--- config.mk ---
export PLATFORM = sky130hd
export DESIGN_NAME = sine_phase_tracker_flat
export DESIGN_NICKNAME = d
export VERILOG_FILES = /design/src/rtl/sine_phase_tracker_if.sv /design/src/rtl/sine_phase_tracker.sv /design/src/flat_wrapper.sv
export SDC_FILE = /design/constraint.sdc
export NUM_CORES = 1
export LEC_CHECK = 0
export ABC_AREA = 1
export CAP_MARGIN = 20
export CORE_AREA = 10 10 188 190
export DETAILED_ROUTE_END_ITERATION = 10
export DIE_AREA = 0 0 198 200
export HOLD_SLACK_MARGIN = 0.05
export SLEW_MARGIN = 15
export SYNTH_ARGS = -nofsm -noshare
export SYNTH_HDL_FRONTEND = slang
export SYNTH_SLANG_ARGS = --single-unit
export TNS_END_PERCENT = 30
--- constraint.sdc ---
create_clock -name i_clk -period 8 [get_ports i_clk]
set_input_delay 1.6 -clock i_clk [delete_from_list [all_inputs] [get_ports i_clk]]
set_output_delay 1.6 -clock i_clk [all_outputs]
set_load 0.03 [all_outputs]
--- src/rtl/sine_phase_tracker_if.sv ---
// ---------------------------------------------------------------------------
// sine_phase_tracker_if
//   Sample-stream and result bundle of the sine phase tracker.
//   master : sample source / result consumer (drives i_valid, i_sample)
//   slave  : the tracker (drives the o_* results)
//   Signals:
//     i_valid        sample strobe, one sample per asserted cycle
//     i_sample       signed sine sample, WIDTH bits
//     o_period       last measured period in samples, CNT_W bits
//     o_period_valid one-cycle pulse when o_period updates
//     o_locked       phase output trustworthy
//     o_phase_count  recovered phase, $clog2(DEPTH) bits
//     o_step         current phase step, $clog2(DEPTH)+FRAC bits
// ---------------------------------------------------------------------------
`timescale 1ns/1ps
interface sine_phase_tracker_if #(
  parameter int WIDTH = 24,
  parameter int DEPTH = 1024,
  parameter int FRAC  = 16,
  parameter int CNT_W = 20
);
  localparam int PH_W = $clog2(DEPTH);

  logic                     i_valid;
  logic signed [WIDTH-1:0]  i_sample;
  logic [CNT_W-1:0]         o_period;
  logic                     o_period_valid;
  logic                     o_locked;
  logic [PH_W-1:0]          o_phase_count;
  logic [PH_W+FRAC-1:0]     o_step;

  modport master (
    output i_valid, i_sample,
    input  o_period, o_period_valid, o_locked, o_phase_count, o_step
  );

  modport slave (
    input  i_valid, i_sample,
    output o_period, o_period_valid, o_locked, o_phase_count, o_step
  );
endinterface

--- src/rtl/sine_phase_tracker.sv ---
// ---------------------------------------------------------------------------
// sine_phase_tracker
//   Recovers period and instantaneous phase from a stream of signed sine
//   samples. Rising zero crossings delimit periods; an iterative restoring
//   divider turns the period into a phase step, and a phase accumulator
//   realigned at every crossing produces o_phase_count in the generator's
//   phase convention (0 = rising zero crossing, DEPTH/4 = positive peak).
//
//   Ports:
//     i_clk    clock
//     i_rst_n  asynchronous active-low reset
//     bus      sine_phase_tracker_if.slave (i_valid, i_sample in;
//              o_period, o_period_valid, o_locked, o_phase_count, o_step out)
//
//   Optional build macro SINE_PHASE_TRACKER_HYST_EN:
//     defined   -> arming needs sample <= -HYST (rejects chatter near zero)
//     undefined -> arming on any negative sample; HYST unused
// ---------------------------------------------------------------------------
`timescale 1ns/1ps
module sine_phase_tracker #(
  parameter int               WIDTH      = 24,
  parameter int               DEPTH      = 1024,
  parameter int               FRAC       = 16,
  parameter int               CNT_W      = 20,
  parameter int               MIN_PERIOD = 32,
  parameter int               TOL        = 2,
  parameter logic [WIDTH-1:0] HYST       = 24'h000400
) (
  input  logic               i_clk,
  input  logic               i_rst_n,
  sine_phase_tracker_if.slave bus
);

  localparam int PH_W      = $clog2(DEPTH);
  localparam int ACC_W     = PH_W + FRAC;
  // Dividend DEPTH<<FRAC needs one bit more than the step itself.
  localparam int DIV_W     = ACC_W + 1;
  localparam int DIV_CNT_W = $clog2(DIV_W + 1);

  localparam logic [DIV_W-1:0]     DIVIDEND  = DIV_W'(DEPTH) << FRAC;
  localparam logic [CNT_W-1:0]     MIN_C     = CNT_W'(MIN_PERIOD);
  localparam logic [CNT_W-1:0]     TOL_C     = CNT_W'(TOL);
  localparam logic signed [WIDTH-1:0] ZERO   = '0;

  typedef enum logic [1:0] {IDLE, MEASURE, LOCKED} state_t;

  // Saturating period counter increment.
  function automatic logic [CNT_W-1:0] sat_inc(input logic [CNT_W-1:0] v);
    return (&v) ? v : v + CNT_W'(1);
  endfunction

  function automatic logic [CNT_W-1:0] abs_diff(input logic [CNT_W-1:0] a,
                                                input logic [CNT_W-1:0] b);
    return (a > b) ? (a - b) : (b - a);
  endfunction

  state_t               r_state, w_state_nxt;
  logic                 r_armed;
  logic [CNT_W-1:0]     r_cnt;
  logic [CNT_W-1:0]     r_period;
  logic                 r_pvld;
  logic [ACC_W-1:0]     r_acc;
  logic [ACC_W-1:0]     r_step;
  logic                 r_step_vld;

  logic                 r_div_busy;
  logic [DIV_CNT_W-1:0] r_div_cnt;
  logic [CNT_W-1:0]     r_div_rem;
  logic [DIV_W-1:0]     r_div_q;
  logic [CNT_W-1:0]     r_div_den;

  logic                 w_arm;
  logic                 w_cross;
  logic                 w_long;
  logic                 w_in_tol;
  logic                 w_cnt_max;
  logic                 w_accept;
  logic [CNT_W:0]       w_shift;
  logic                 w_ge;
  logic [CNT_W-1:0]     w_rem_sub;

`ifdef SINE_PHASE_TRACKER_HYST_EN
  localparam logic signed [WIDTH-1:0] NEG_HYST = -$signed(HYST);
  assign w_arm = (bus.i_sample <= NEG_HYST);
`else
  // HYST has no role without the hysteresis option; sink keeps it referenced.
  logic w_unused_hyst;
  assign w_unused_hyst = ^HYST;
  assign w_arm = (bus.i_sample < ZERO);
`endif

  assign w_cross   = bus.i_valid && r_armed && (bus.i_sample >= ZERO);
  assign w_long    = (r_cnt >= MIN_C);
  assign w_in_tol  = (abs_diff(r_cnt, r_period) <= TOL_C);
  assign w_cnt_max = &r_cnt;

  // Next state and period acceptance.
  always_comb begin
    w_state_nxt = r_state;
    w_accept    = 1'b0;
    if (bus.i_valid) begin
      if (w_cross) begin
        case (r_state)
          IDLE:    w_state_nxt = MEASURE;
          MEASURE: begin
            w_accept = w_long;
            if (w_long && w_in_tol) w_state_nxt = LOCKED;
          end
          LOCKED: begin
            w_accept = w_long;
            if (!(w_long && w_in_tol)) w_state_nxt = MEASURE;
          end
          default: w_state_nxt = IDLE;
        endcase
      end else if (w_cnt_max) begin
        // No crossing within the counter range: the signal is gone.
        w_state_nxt = IDLE;
      end
    end
  end

  always_ff @(posedge i_clk or negedge i_rst_n) begin
    if (!i_rst_n) r_state <= IDLE;
    else          r_state <= w_state_nxt;
  end

  // Sample stage: arming, period counter, period capture, accumulator.
  always_ff @(posedge i_clk or negedge i_rst_n) begin
    if (!i_rst_n) begin
      r_armed  <= 1'b0;
      r_cnt    <= '0;
      r_period <= '0;
      r_pvld   <= 1'b0;
      r_acc    <= '0;
    end else begin
      r_pvld <= w_accept;
      if (w_accept) r_period <= r_cnt;
      if (bus.i_valid) begin
        if (w_cross) begin
          r_armed <= 1'b0;
          r_cnt   <= CNT_W'(1);
          r_acc   <= '0;
        end else begin
          if (w_arm) r_armed <= 1'b1;
          r_cnt <= sat_inc(r_cnt);
          r_acc <= r_acc + r_step;
        end
      end
    end
  end

  // Restoring divider: one quotient bit per clock, dividend bits shift in
  // from the top of r_div_q while quotient bits enter at the bottom.
  assign w_shift   = {r_div_rem, r_div_q[DIV_W-1]};
  assign w_ge      = (w_shift >= {1'b0, r_div_den});
  assign w_rem_sub = w_shift[CNT_W-1:0] - r_div_den;

  always_ff @(posedge i_clk or negedge i_rst_n) begin
    if (!i_rst_n) begin
      r_div_busy <= 1'b0;
      r_div_cnt  <= '0;
      r_div_rem  <= '0;
      r_div_q    <= '0;
      r_div_den  <= '0;
      r_step     <= '0;
      r_step_vld <= 1'b0;
    end else if (w_accept) begin
      // A new period restarts the division; r_step holds until it finishes.
      r_div_busy <= 1'b1;
      r_div_cnt  <= DIV_CNT_W'(DIV_W);
      r_div_rem  <= '0;
      r_div_q    <= DIVIDEND;
      r_div_den  <= r_cnt;
    end else if (r_div_busy) begin
      r_div_rem <= w_ge ? w_rem_sub : w_shift[CNT_W-1:0];
      r_div_q   <= {r_div_q[DIV_W-2:0], w_ge};
      r_div_cnt <= r_div_cnt - DIV_CNT_W'(1);
      if (r_div_cnt == DIV_CNT_W'(1)) begin
        // Quotient fits ACC_W bits because the period is at least MIN_PERIOD.
        r_div_busy <= 1'b0;
        r_step     <= {r_div_q[ACC_W-2:0], w_ge};
        r_step_vld <= 1'b1;
      end
    end
  end

  assign bus.o_period       = r_period;
  assign bus.o_period_valid = r_pvld;
  assign bus.o_locked       = (r_state == LOCKED) && r_step_vld;
  assign bus.o_phase_count  = r_acc[ACC_W-1 -: PH_W];
  assign bus.o_step         = r_step;

endmodule

--- src/flat_wrapper.sv ---
// flat-port wrapper written by rule: the top's interface ports become plain ports
module sine_phase_tracker_flat 
#(
  parameter int               WIDTH      = 24,
  parameter int               DEPTH      = 1024,
  parameter int               FRAC       = 16,
  parameter int               CNT_W      = 20,
  parameter int               MIN_PERIOD = 32,
  parameter int               TOL        = 2,
  parameter logic [WIDTH-1:0] HYST       = 24'h000400
)
  (i_clk, i_rst_n, bus_i_valid, bus_i_sample, bus_o_period, bus_o_period_valid, bus_o_locked, bus_o_phase_count, bus_o_step);
  sine_phase_tracker_if #(.WIDTH(WIDTH), .DEPTH(DEPTH), .FRAC(FRAC), .CNT_W(CNT_W)) bus_i ();
  input  logic i_clk;
  input  logic i_rst_n;
  input wire logic [$bits(bus_i.i_valid)-1:0] bus_i_valid;
  input wire logic [$bits(bus_i.i_sample)-1:0] bus_i_sample;
  output wire logic [$bits(bus_i.o_period)-1:0] bus_o_period;
  output wire logic [$bits(bus_i.o_period_valid)-1:0] bus_o_period_valid;
  output wire logic [$bits(bus_i.o_locked)-1:0] bus_o_locked;
  output wire logic [$bits(bus_i.o_phase_count)-1:0] bus_o_phase_count;
  output wire logic [$bits(bus_i.o_step)-1:0] bus_o_step;
  assign bus_i.i_valid = bus_i_valid;
  assign bus_i.i_sample = bus_i_sample;
  assign bus_o_period = bus_i.o_period;
  assign bus_o_period_valid = bus_i.o_period_valid;
  assign bus_o_locked = bus_i.o_locked;
  assign bus_o_phase_count = bus_i.o_phase_count;
  assign bus_o_step = bus_i.o_step;
  sine_phase_tracker #(.WIDTH(WIDTH), .DEPTH(DEPTH), .FRAC(FRAC), .CNT_W(CNT_W), .MIN_PERIOD(MIN_PERIOD), .TOL(TOL), .HYST(HYST)) u_core (.i_clk(i_clk), .i_rst_n(i_rst_n), .bus(bus_i));
endmodule
Word-level counts from Yosys, hierarchy flattened
Index checks and enable logic that the tools add are counted.
{"block": "totals", "wordCells": 69, "out_inout_bits": 58, "in_bits": 27, "regBits": 150}
{"block": "op_classes", "n_lt_le_gt_ge": 6, "n_reduce_logical": 14, "bitwise_logic": 1, "mux": 24, "n_addsub": 6, "n_eq_ne": 6}
{"operator": "$mux W20", "count": 6}
{"operator": "$sub A20 B20 Y20", "count": 3}
{"operator": "$mux W27", "count": 2}
{"operator": "$add A26 B26 Y26", "count": 1}
{"operator": "$mux W26", "count": 1}
{"operator": "$ge A24 B1 Y1 const B", "count": 1}
{"operator": "$lt A24 B1 Y1 const B", "count": 1}
{"operator": "$ge A21 B20 Y1", "count": 1}
{"operator": "$add A20 B1 Y20 const B", "count": 1}
{"operator": "$ge A20 B6 Y1 const B", "count": 1}
{"operator": "$gt A20 B20 Y1", "count": 1}
{"operator": "$le A20 B2 Y1 const B", "count": 1}
{"operator": "$reduce_and A20 Y1", "count": 1}
{"operator": "$mux W5", "count": 2}
{"operator": "$mux W1", "count": 8}
{"operator": "$mux W2", "count": 4}
{"operator": "$ne A3 B3 Y1 const B", "count": 2}
{"operator": "$pmux W2 S3", "count": 1}
{"operator": "$reduce_bool A2 Y1", "count": 3}
{"operator": "$eq A5 B1 Y1 const B", "count": 1}
{"operator": "$sub A5 B1 Y5 const B", "count": 1}
{"operator": "$logic_and A1 B1 Y1", "count": 4}
{"operator": "$reduce_and A2 Y1", "count": 2}
{"operator": "$reduce_and A4 Y1", "count": 1}
{"operator": "other kinds (7)", "count": 7}

Logic depth before layout (Yosys ltp)
Gate-level depths: netlist of the first run.
{"block": "logic_depth", "ltp_word": 7, "depth_mapped": 24, "depth_no_buf": 23}

Least setup slack after synthesis of the first run
No wires, ideal clock.
{"block": "synth_path", "path_kind": "input to register", "start": "input port bus_i_sample[23]", "end": "register u_core.r_cnt[19]", "stages": 14, "setup_slack_ns": 4.769, "t_arrival_ns": 3.167, "required_time_ns": 7.936, "path_buffers": 0, "path_cell_list": "inv_1 -> nand2_1 -> nor2_4 -> nor3_1 -> nand4_1 -> nand2_1 -> nor3_2 -> nand3_1 -> nor2_2 -> nand3_2 -> nor2_2 -> nand4_1 -> a21oi_1 -> o21a_1"}
{"block": "synth_between", "elab_chain_len": 4}
{"element": "from (decl)", "line": "flat_wrapper.sv:17", "source": "input wire logic [$bits(bus_i.i_sample)-1:0] bus_i_sample;"}
{"element": "$ge A24 B1 Y1 (*)", "line": "sine_phase_tracker.sv:92", "source": "assign w_cross = bus.i_valid && r_armed && (bus.i_sample >= ZERO);"}
{"element": "$logic_and A1 B1 Y1 (*)", "line": "sine_phase_tracker.sv:92"}
{"element": "$ne A2 B1 Y1 (no line)"}
{"element": "$reduce_and A2 Y1 (no line)"}
{"element": "to (signal assigned)", "line": "sine_phase_tracker.sv:145", "source": "r_cnt <= sat_inc(r_cnt);"}
{"element": "to (decl)", "line": "sine_phase_tracker.sv:59", "source": "logic [CNT_W-1:0] r_cnt;"}
Every way passes the cells marked *; elsewhere a longest branch is shown, timed or not.
A chain may end at the register's enable or synchronous reset.

Worst setup path after layout of the first run
{"block": "layout_path", "start": "input port bus_i_valid", "end": "register u_core.r_div_q[4]"}
{"block": "layout_between", "elab_chain_len": 5}
{"element": "from (decl)", "line": "flat_wrapper.sv:16", "source": "input wire logic [$bits(bus_i.i_valid)-1:0] bus_i_valid;"}
{"element": "$logic_and A1 B1 Y1 (2 in series)", "line": "sine_phase_tracker.sv:92"}
{"element": "$mux W1", "line": "sine_phase_tracker.sv:102", "source": "if (w_cross) begin"}
{"element": "$mux W1 (*)", "line": "sine_phase_tracker.sv:101", "source": "if (bus.i_valid) begin"}
{"element": "named net u_core.w_accept", "line": "sine_phase_tracker.sv:77", "source": "logic w_accept;"}
{"element": "$mux W27 / $reduce_bool A2 Y1 (equally long branches)"}
{"element": "to (signal assigned)", "line": "sine_phase_tracker.sv:176", "source": "r_div_q <= {r_div_q[DIV_W-2:0], w_ge};"}
{"element": "to (decl)", "line": "sine_phase_tracker.sv:69", "source": "logic [DIV_W-1:0] r_div_q;"}
The timed path passes the listed nets; every way through them passes the cells marked *.

==> results_dict.tcl, run 1 <==
set metrics [dict create \
    finalInstanceArea_um2 12500 \
    slew_violations 0 \
    crit_end "u_core.r_div_q[4]$_DFFE_PN0P_" \
    power_leakage_uw 0.006354 \
    worstSetupPathType "in2reg" \
    fin_crit_ps 4972 \
    crit_start "bus_i_valid" \
    grt_pass1_vias 9444 \
    first_pass_iters 6 \
    min_period_over_period_pct 62.15 \
    ctsHoldBuffers 0 \
    ant_nets 0 \
    worstPathArrival_ps 5310 \
    grt_overflow 0 \
    fin_setup_tns_ps 0 \
    ir_worst_vdd_uv 125.0 \
    hold_path_class "reg2reg" \
    fmax_mhz 201.1 \
    cts_made_buffers 17 \
    num_rows 65 \
    utilization_pct 39.82 \
    power_density_nw_per_um2 371.2 \
    worst_slack_ps 3028 \
    grt_util_all_layers_pct 16.05 \
    syn_area_per_cell_um2 7.077 \
    dr_total_vias 9969 \
    area_growth_pct 14.25 \
    synth_edf_count 0 \
    postPlaceCellArea_um2 11910 \
    routabilityCongestion 0.9305 \
    io_pins 85 \
    wl_mm 31.20 \
    hold_viol_final 0 \
    critPathMaxFanout 44 \
    ys_seq_elements 150 \
    clockBufferDepth 2 \
    drive_above_1_share_pct 5.171 \
    r2r_end "u_core.r_div_q[4]$_DFFE_PN0P_" \
    grt_max_degree 86 \
    ff2ff_path_depth 9 \
    yosysWarnings 0 \
    viasPerCell 4.967 \
    skew_ps 8.961 \
    h-tree-depth 4 \
    grt_pass1_wl_mm 50.69 \
    slew-limit-headroom_pct 44.54 \
    die_area_um2 39600 \
    cts_resized 0 \
    r2r_start "u_core.r_cnt[7]$_DFFE_PN0P_" \
    critPathLaunchType "input pin" \
    setup_viol 0 \
    synthArstFlopShare_pct 100.0 \
    die_y_um 200 \
    cts.clk_slew.worst_paths_ps 60 \
    drc 0 \
    holdWs_ps 473.0 \
    post_cts_buffers 0 \
    ys_types 50 \
    drtIter0Drc 703 \
    num_antenna_cells 0 \
    ctsRootBufferMaster "clkbuf_16" \
    clock_sinks 150 \
    seq_area_frac_synth_pct 34.31 \
    synth_ff_type "dfrtp_1" \
    final_nets 1715 \
    wl_per_cell_um 15.54 \
    endpoint_kind "register" \
    antenna_found_initial 0 \
    io_buffers 61 \
    ff2ff_setup_slack_ps 4300 \
    start_util_pct 34.85 \
    cts_tree "done" \
    core_um2 31390 \
    syn_nets 1669 \
    status "complete, no violations" \
    rsz0062_at_grt "no" \
    die-width_um 198 \
    worst_pin_slew_ps 831.1 \
    synthesis.area_um2 10940 \
    fill_cells 3247 \
    drv_cap 0 \
    required_ps 8340 \
    synth_cells 1546 \
    clk_latency_ps 430 \
    dpl.hpwl_mm 24.33 \
    dp_slack_ps 2566 \
]
metal layers:
metal	share of wire (%)	GRT usage [%]	vias up
met3	3.0	2.311	26
li1	-	-	5123
met4	1.8	4.755	0
met1	49	21.76	4656
met5	0	0	-
met2	47	25.98	164
stage by stage:
| step | instances | total power [uW] |
|---|---|---|
| 4_1_cts | 2007 | 4666 |
| 2_1_floorplan | 1546 | 3154 |
| 6_report | 2007 | 4641 |
| 3_5_place_dp | 1975 | 3838 |
| 5_1_grt | 2007 | 5100 |
| 3_3_place_gp | 1975 | 3801 |
sequential cells by signal, indices dropped and copies added (netlist names):
register and count:
u_core.r_div_rem 20, u_core.r_div_den 20, u_core.r_div_busy 1, u_core.r_armed 1, u_core.r_cnt 20, u_core.r_acc 26, u_core.bus.o_step 26, u_core.bus.o_period_valid 1
u_core.r_state 2, u_core.r_step_vld 1, u_core.r_div_cnt 5, u_core.r_div_q 27
cells in the final DEF (no fill, tap or decap), types with 9 or more instances in the layout:
master           synthesis  final
nand3_1                 70     70
nor4_1                  10     10
dfrtp_1                150    150
nor3_1                  20     20
ha_1                    92     92
clkdlybuf4s50_1          0     60
inv_1                  218    218
nand2_2                  9      9
xor2_1                  17     17
xnor2_1                 10     10
o21ai_0                127    127
o22ai_1                 32     32
nand4_1                 11     11
a21oi_1                106    106
inv_2                   10     10
nand2_1                450    450
nor2_1                  91     91
clkbuf_16                0     17
worst min path at each step:
stage,startpoint,depth (start not counted),slack [ps],end
after floorplan,u_core.r_step_vld$_DFFE_PN0P_,2,430,u_core.r_step_vld$_DFFE_PN0P_
after global placement,u_core.r_step_vld$_DFFE_PN0P_,2,450,u_core.r_step_vld$_DFFE_PN0P_
final,u_core.r_step_vld$_DFFE_PN0P_,2,470,u_core.r_step_vld$_DFFE_PN0P_
after detailed placement,u_core.r_step_vld$_DFFE_PN0P_,2,460,u_core.r_step_vld$_DFFE_PN0P_
after CTS,u_core.r_step_vld$_DFFE_PN0P_,2,470,u_core.r_step_vld$_DFFE_PN0P_
after global routing,u_core.r_step_vld$_DFFE_PN0P_,2,500,u_core.r_step_vld$_DFFE_PN0P_
cell families (layout without fill, tap and decap cells):
| family | after synthesis | count (layout) | share of synthesized area [%] |
|---|---|---|---|
| buffers and inverters | 269 | 328 | 9.605 |
| xor gates and xnor gates | 27 | 27 | 2.161 |
| and+or+nand+nor | 690 | 690 | 26.79 |
| AOI/OAI and AO/OA | 314 | 314 | 15.88 |
| DFF | 150 | 150 | 34.31 |
| adders and majority gates | 96 | 96 | 11.25 |
where the power goes:
part	internal [uW]	total [uW]	switching, uW
Clock	455	807	352
Sequential	1010	1210	197
Combinational	958	2620	1670
Total	2420	4640	2220
layout make-up:
type / count / area, um2 / share of cell area [%]
tap: 402 / 503.0 / 4.024
timing repair buffer: 66 / 653.1 / 5.225
clock buffer: 19 / 452.9 / 3.623
sequential: 150 / 3754 / 30.03
multi-input combinational: 1127 / 6137 / 49.09
inverter: 230 / 863.3 / 6.906
clock inverter: 13 / 137.6 / 1.101
worst max-delay path: stages:
cell	delay [ps]
clkdlybuf4s50_1	510
inv_2	530
nor2_4	220
nand3_1	140
buf_4	370
inv_1	200
nor2_2	670
inv_1	470
buf_4	360
o22ai_1	200
cell usage after synthesis, types with 11 or more instances:
cell / number / area share (%)
a21oi_1: 106 / 4.8
clkbuf_1: 25 / 0.86
dfrtp_1: 150 / 34
ha_1: 92 / 11
inv_1: 218 / 7.5
nand2_1: 450 / 15
nand3_1: 70 / 3.2
nand4_1: 11 / 0.63
nor2_1: 91 / 3.1
nor3_1: 20 / 0.91
o21ai_0: 127 / 5.8
o22ai_1: 32 / 1.8
xor2_1: 17 / 1.4
Power figures use the tool's default switching activity.
==> inputs of run 2 (changes only) <==
- clock period: 8 -> 4.3 ns (I/O delays scaled with it)
==> run 2 against run 1 <==
Net effect: first-iteration DRC count rose by 0.85%; power increased by 86%; global-route usage up 0.31 points; clock power grew 85%; sequential share of layout area is 0.060 points lower; flip-flop and latch count unchanged; sequential power is 86% higher; final cell count is 0.20% higher; worst hold slack better by 4.9 ps; critical endpoint is now u_core.r_state[1]$_DFFE_PN0P_; critical path type is now reg2reg; combinational power grew 87%.
==> results_dict.tcl, run 2 (synthesized netlist as in run 1, its figures left out) <==
set metrics [dict create \
    post_cts_buffers 0 \
    critPathMaxStageDelay_ps 460 \
    holdPathStages 2 \
    min_period_over_period_pct 76.22 \
    ctsHoldBuffers 0 \
    die_y_um 200 \
    power.total_uw 8638 \
    rsz0062_at_grt "no" \
    hold_viol_final 0 \
    final_common_cell "nand2_1" \
    slew-limit-headroom_pct 34.84 \
    dr_total_vias 10150 \
    endpoint_kind "register" \
    mostFrequentLayoutCells "nand2_1, inv_1, dfrtp_1" \
    crit_start "u_core.r_div_den[16]$_DFFE_PN0P_" \
    final_nets 1719 \
    placedCellCount 1979 \
    cts.clk_slew.worst_paths_ps 70 \
    die-width_um 198 \
    critPathLaunchType "register" \
    wl_per_cell_um 15.68 \
    wl_mm 31.53 \
    cts_tree "done" \
    area_growth_pct 14.48 \
    clockBufferDepth 2 \
    ctsRootBufferMaster "clkbuf_16" \
    num_rows 65 \
    viasPerCell 5.049 \
    skew_ps 13.17 \
    worstPathArrival_ps 3600 \
    cp_common_cell "nand2_1" \
    drive_above_1_share_pct 5.407 \
    num_antenna_cells 0 \
    h-tree-depth 4 \
    status "complete, no violations" \
    grt_util_all_layers_pct 16.36 \
    final_cells 2011 \
    ant_nets 0 \
    first_pass_iters 8 \
    ir_worst_vdd_uv 318.7 \
    power_leakage_uw 0.006370 \
    grt_overflow 0 \
    fin_setup_tns_ps 0 \
    core_um2 31390 \
    postPlaceCellArea_um2 11950 \
    grt_pass1_wl_mm 52.04 \
    min_to "u_core.r_step_vld$_DFFE_PN0P_" \
    critPathMaxFanout 10 \
    path_cells "inv_1 > ha_1 > nand2_2 > inv_1 > nand2_1 > inv_1 > a21oi_2 > nand3_2 > nand2_4 > inv_2 > nand2_1 > nand2_1 > a21oi_1 > nand3_2 > o21bai_1 > nand2_1 > nand2_2 > nand2_2 > nand2_1 > nand2_1" \
    antenna_found_initial 0 \
    required_ps 4620 \
    crit_buf_inv 4 \
    start_util_pct 34.85 \
    grt_pass1_vias 9937 \
    r2r_start "u_core.r_div_den[16]$_DFFE_PN0P_" \
    cts_made_buffers 17 \
    r2r_end "u_core.r_state[1]$_DFFE_PN0P_" \
    fmax_mhz 305.1 \
    largest_register_ffs 27 \
    utilization_pct 39.90 \
    io_pins 85 \
    drv_cap 0 \
    multiInputGateArea_um2 6137 \
    regArea_um2 3754 \
    slew_violations 0 \
    hold_path_class "reg2reg" \
    min_from "u_core.r_step_vld$_DFFE_PN0P_" \
    cp_top_family "simple AND/OR/NAND/NOR gates" \
    crit_slowest_cell "dfrtp_1" \
    drtIter0Drc 709 \
    fill_cells 3280 \
    largest-register "u_core.r_div_q" \
    finalInstanceArea_um2 12530 \
    dpl.hpwl_mm 24.60 \
    ff2ff_setup_slack_ps 1020 \
    routabilityCongestion 0.9192 \
    fin_crit_ps 3277 \
    drc 0 \
    die_area_um2 39600 \
    worstSetupPathType "reg2reg" \
    io_buffers 61 \
    clk_latency_ps 440 \
    grt_max_degree 104 \
    cts_resized 0 \
    ff2ff_path_depth 20 \
    worst_pin_slew_ps 977.4 \
    power_density_nw_per_um2 689.6 \
    setup_viol 0 \
    clock_sinks 150 \
]
## run 2: cell count changes in the layout (fill, tap and decap cells not counted), sizes merged
cell,before,now
buf,6,10
clkinv,7,5
inv,234,236
clkbuf,19,18
clkinvlp,1,2
## run 2: final cells by class
cell class                      instances  area share [%]
Multi-Input combinational cell       1127           49.00
Sequential cell                       150           29.97
Inverter                              230           6.892
Timing Repair Buffer                   70           5.524
Tap cell                              402           4.016
Clock buffer                           18           3.506
Clock inverter                         14           1.099
## run 2: worst min-delay path: stages (launching register included)
cell	delay [ps]
dfrtp_1	350
inv_1	40
nand2_1	50
## run 2: worst max path at each step
stage / to / slack, ps / cells after the start
after CTS: u_core.r_state[1]$_DFFE_PN0P_ / 1080 / 20
after detailed placement: u_core.r_div_rem[8]$_DFFE_PN0P_ / 790 / 11
after global placement: u_core.r_div_rem[8]$_DFFE_PN0P_ / 780 / 11
after floorplan: u_core.r_state[0]$_DFFE_PN0P_ / 1650 / 20
after global routing: u_core.r_state[1]$_DFFE_PN0P_ / 760 / 20
final: u_core.r_state[1]$_DFFE_PN0P_ / 1020 / 20
## run 2: routing by layer
metal | GRT usage (%) | share of wire [%]
met2 | 26.84 | 46
met1 | 21.57 | 47
met5 | 0 | 0
met3 | 2.227 | 4.3
met4 | 5.951 | 2.6
## run 2: metrics by stage
step / hold slack [ps] / setup WS [ps]
after detailed placement: 467.8 / 785.4
final: 478.0 / 1023
after floorplan: 434.9 / 1646
after global routing: 509.4 / 759.8
after CTS: 485.2 / 1076
after global placement: 449.8 / 784.9
## run 2: power breakdown
part / leakage, uW / internal [uW] / total, uW / switching (uW)
sequential: 0.00196 / 1880 / 2250 / 369
combinational: 0.00413 / 1790 / 4900 / 3110
clock: 0.000284 / 829 / 1490 / 658
